===== config.mk =====
export PLATFORM = sky130hd
export DESIGN_NAME = serial_subtractor
export DESIGN_NICKNAME = d
export VERILOG_FILES = /design/src/rtl/serial_subtractor.sv
export SDC_FILE = /design/constraint.sdc
export NUM_CORES = 1
export LEC_CHECK = 0
export BUFFER_PORTS_ARGS = -buffer_cell sky130_fd_sc_hd__clkbuf_2
export CAP_MARGIN = 15
export CORE_MARGIN = 3
export CORE_UTILIZATION = 53
export CTS_BUF_LIST = sky130_fd_sc_hd__clkbuf_2 sky130_fd_sc_hd__clkbuf_4 sky130_fd_sc_hd__clkbuf_8
export DETAILED_ROUTE_END_ITERATION = 10
export PLACE_DENSITY_LB_ADDON = 0.08
export SYNTH_ARGS = -nofsm -noshare
export SYNTH_HDL_FRONTEND = slang
export SYNTH_SLANG_ARGS = --single-unit

===== constraint.sdc =====
create_clock -name clk -period 1.7 [get_ports clk]
set_clock_uncertainty 0.15 [all_clocks]
set_input_delay 0.255 -clock clk [delete_from_list [all_inputs] [get_ports clk]]
set_output_delay 0.255 -clock clk [all_outputs]
set_load 0.01 [all_outputs]

===== src/rtl/serial_subtractor.sv =====
// Bit-serial unsigned subtractor: A - B - Bin, one bit per clock, LSB first.
// Parallel operands in, parallel difference and borrow out, start/busy/done handshake.
module serial_subtractor #(
  parameter int WIDTH = 8
) (
  input  logic             clk,
  input  logic             rst,
  input  logic             start,
  input  logic [WIDTH-1:0] a,
  input  logic [WIDTH-1:0] b,
  input  logic             bin,
  output logic             busy,
  output logic             done,
  output logic [WIDTH-1:0] diff,
  output logic             bout
);

  localparam int CW = $clog2(WIDTH);

  typedef enum logic {
    IDLE  = 1'b0,
    SHIFT = 1'b1
  } state_t;

  state_t state;
  state_t state_next;

  logic [CW-1:0]    cnt;
  logic [WIDTH-1:0] sa;
  logic [WIDTH-1:0] sb;
  logic [WIDTH-1:0] sr;
  logic             br;

  logic d;
  logic br_next;
  logic last;

  // Single full-subtractor cell
  assign d       = sa[0] ^ sb[0] ^ br;
  assign br_next = (~sa[0] & sb[0]) | (~sa[0] & br) | (sb[0] & br);
  assign last    = (cnt == CW'(WIDTH - 1));

  always_ff @(posedge clk) begin
    if (rst) state <= IDLE;
    else     state <= state_next;
  end

  always_comb begin
    state_next = state;
    unique case (state)
      IDLE:  if (start) state_next = SHIFT;
      SHIFT: if (last)  state_next = IDLE;
      default: state_next = IDLE;
    endcase
  end

  always_comb begin
    busy = (state == SHIFT);
  end

  always_ff @(posedge clk) begin
    if (rst) begin
      cnt  <= '0;
      sa   <= '0;
      sb   <= '0;
      sr   <= '0;
      br   <= 1'b0;
      done <= 1'b0;
      diff <= '0;
      bout <= 1'b0;
    end else begin
      done <= 1'b0;
      unique case (state)
        IDLE: begin
          if (start) begin
            sa  <= a;
            sb  <= b;
            br  <= bin;
            cnt <= '0;
          end
        end
        SHIFT: begin
          sa  <= {1'b0, sa[WIDTH-1:1]};
          sb  <= {1'b0, sb[WIDTH-1:1]};
          sr  <= {d, sr[WIDTH-1:1]};
          br  <= br_next;
          cnt <= cnt + CW'(1);
          if (last) begin
            diff <= {d, sr[WIDTH-1:1]};
            bout <= br_next;
            done <= 1'b1;
          end
        end
        default: ;
      endcase
    end
  end

endmodule


==> impl_results.md <==
* Outcome: finished, final reports clean
* Via density at 5.31
* Netlist cell types at 23
* Max FO, Critical Path at 22
* CTS tree: built
* Crit path arrival time at 1.16 ns
* Placed cells at 224
* Latest clock arrival within the worst-skew pair at 0.34 ns
* Post-route ant nets at 0
* DRC at 0
* Die Footprint at 0.00386 mm^2
* Post-CTS Setup Inserts at 0
* Final min period at 1.57 ns
* Critical path class: flip-flop to primary output
* First-pass GRT wire length at 5090 um
* Most common cell after layout, fill and taps aside: dfxtp_1
* Max clock buf depth at 2
* Relative slew slack at 66.6%
* Final Non-Filler Cells at 231
* GRT Total Usage at 18.0%
* Mean post-synth cell area at 10.4 um^2
* TritonCTS buffer count at 5
* Synthesis Warnings at 0
* Vias in the first global route at 1179
* Pwr Density at 868 mW/mm^2
* Cts-stage hold buffer count at 0
* Clock-pin slew on the worst setup and hold paths at 0.10 ns
* VDD IR max at 589 uV
* Synthesis-stage register bit count at 38
* Pleak at 0.807 nW
* Nets at 212
* Fill cells at 251
* CP max stage delay at 0.61 ns
* Place WS at 0.0203 ns
* Pin count of the biggest net entering global routing at 23
* Io pins at 31
* CORE AREA at 0.00288 mm^2
* Diode count at 0
* Final Cycle Share at 92.2%
* Max-cap violation count at 0
* WL/cell at 13.2 um
* Worst EP required at 1.29 ns
* Clock sinks at 38
* Router iterations before antenna repair at 4
* Initial antenna violation count at 0
* Setup violators final at 0
* Die W at 62.1 um
* Final RePlAce weighted congestion at 0.712
* Syn Nets at 184
* Buffers and inverters on the worst path at 1
* H-tree depth at 2
* Max-slew violations at 0
* Reg-to-reg setup timing slack at 0.21 ns
* Tot Pwr at 1.65 mW
* Number of DRC markers in iteration 0 at 85
* Layout cells sized above 1 at 31.7%
* Root Buffer: clkbuf_4
* Setup_tns at 0 ns
* RSZ-0062 raised after global routing: false
* Worst path slowest cell: dfxtp_2
* CP top delay family: flip-flops
* Critical Path, Cell by Cell: clkbuf_2
* Die span in y at 62.1 um
* Sequential area share after synthesis at 45.6%
* Final worst slack at 0.132 ns
* Worst-Margin Slew at 0.501 ns
* Gate count of the mapped netlist at 161
* GRT overflow at 0
* Achievable frequency at 638 MHz
* Starting Density at 58.0%
* Routed wire length at 3060 um
* Hold Vio Cnt, Final at 0
* Cell area after synthesis at 0.00167 mm^2
* Detail Placement HPWL at 2170 um
* Area growth syn-to-layout at 14.3%
* IO buf count at 30
* Element type at the critical path start: flip-flop
* DR vias at 1226
* Row count at 19
* CP Capture Type: primary output
* Most frequent cells in the layout: dfxtp_1 (37), clkbuf_2 (30), mux2i_1 (23)
* Worst hold path type: input pin to flip-flop
[logic make-up (layout without fill, tap and decap cells)]
kind of cell             after synthesis  after routing  share of synthesized area [%]
AO/OA/AOI/OAI                         38             38                           18.2
adder cells (fa/ha/maj)                3              3                           2.70
buffers and inverters                 17             45                           5.93
flip-flops                            38             38                           45.6
multiplexers                          23             23                           13.8
AND/OR/NAND/NOR                       42             42                           13.8
[worst register-to-register path, delay by kind of cell (launching register included)]
kind | cells | cell delay [ns]
AOI/OAI and AO/OA | 2 | 0.32
adders and majority gates | 2 | 0.58
DFF | 1 | 0.36
[repair_timing]
item / in CTS / in global routing
endpoints found under the hold margin: 0 / 0
resized for setup: 1 / 0
endpoints found under the setup margin: 2 / 0
[Yosys cell counts, drive strengths merged]
master | number | area (um^2)
buf | 11 | 76.3
a311oi | 1 | 8.76
a21oi | 13 | 68.8
or3b | 3 | 26.3
dfxtp | 38 | 761
nor2b | 15 | 93.8
a21bo | 8 | 80.1
nand2b | 3 | 18.8
fa | 1 | 20.0
mux2i | 23 | 230
nor3 | 2 | 10.0
a211oi | 16 | 145
nor2 | 8 | 30.0
inv | 2 | 7.50
nand2 | 3 | 11.3
nand3 | 8 | 40.0
clkbuf | 4 | 15.0
ha | 2 | 25.0
[layout make-up]
| cell class | count | area (um^2) | area share, % |
|---|---|---|---|
| Timing Repair Buffer | 36 | 220 | 11.6 |
| Tap cell | 42 | 52.6 | 2.76 |
| Inverter | 2 | 7.51 | 0.394 |
| Clock buffer | 7 | 52.6 | 2.76 |
| Sequential cell | 38 | 762 | 40.0 |
| Multi-Input combinational cell | 106 | 811 | 42.5 |
[registers in the layout, summed over array words and instances (netlist names)]
name,cells
done,1
busy,1
cnt,3
bout,1
sr,7
sb,8
diff,8
sa,8
br,1
[layer usage]
metal  share of wire (%)  up-vias  global-route usage (%)
li1                    -      626                       -
met1                  47      568                    22.7
met2                  46       25                    27.7
met3                 5.2        7                    5.37
met4                 1.9        0                    9.09
met5                   0        -                       0
[final timing paths]
kind,startpoint,endpoint,cells after the start
hold reg to reg,sr[3],diff[2],2
hold / removal,a[7],sa[7],3
setup / recovery,busy,busy,1
setup reg to reg,cnt[0],diff[7],4
[where the power goes]
| group | total (mW) | leakage [nW] | internal [mW] | switching (mW) |
|---|---|---|---|---|
| Clock | 0.465 | 0.0322 | 0.188 | 0.277 |
| Combinational | 0.216 | 0.464 | 0.110 | 0.106 |
| Sequential | 0.973 | 0.311 | 0.936 | 0.0366 |
[per-stage QoR]
stage | hold slack, ns | utilization, % | instance area (um^2)
finish | 0.0634 | 66.2 | 1910
global route | 0.0808 | 66.2 | 1910
CTS | 0.0652 | 66.2 | 1910
detailed placement | 0.339 | 64.3 | 1850
global placement | 0.312 | 64.3 | 1850
floorplan | 0.287 | - | 1670
No activity file was read; power rests on OpenSTA's default activity.
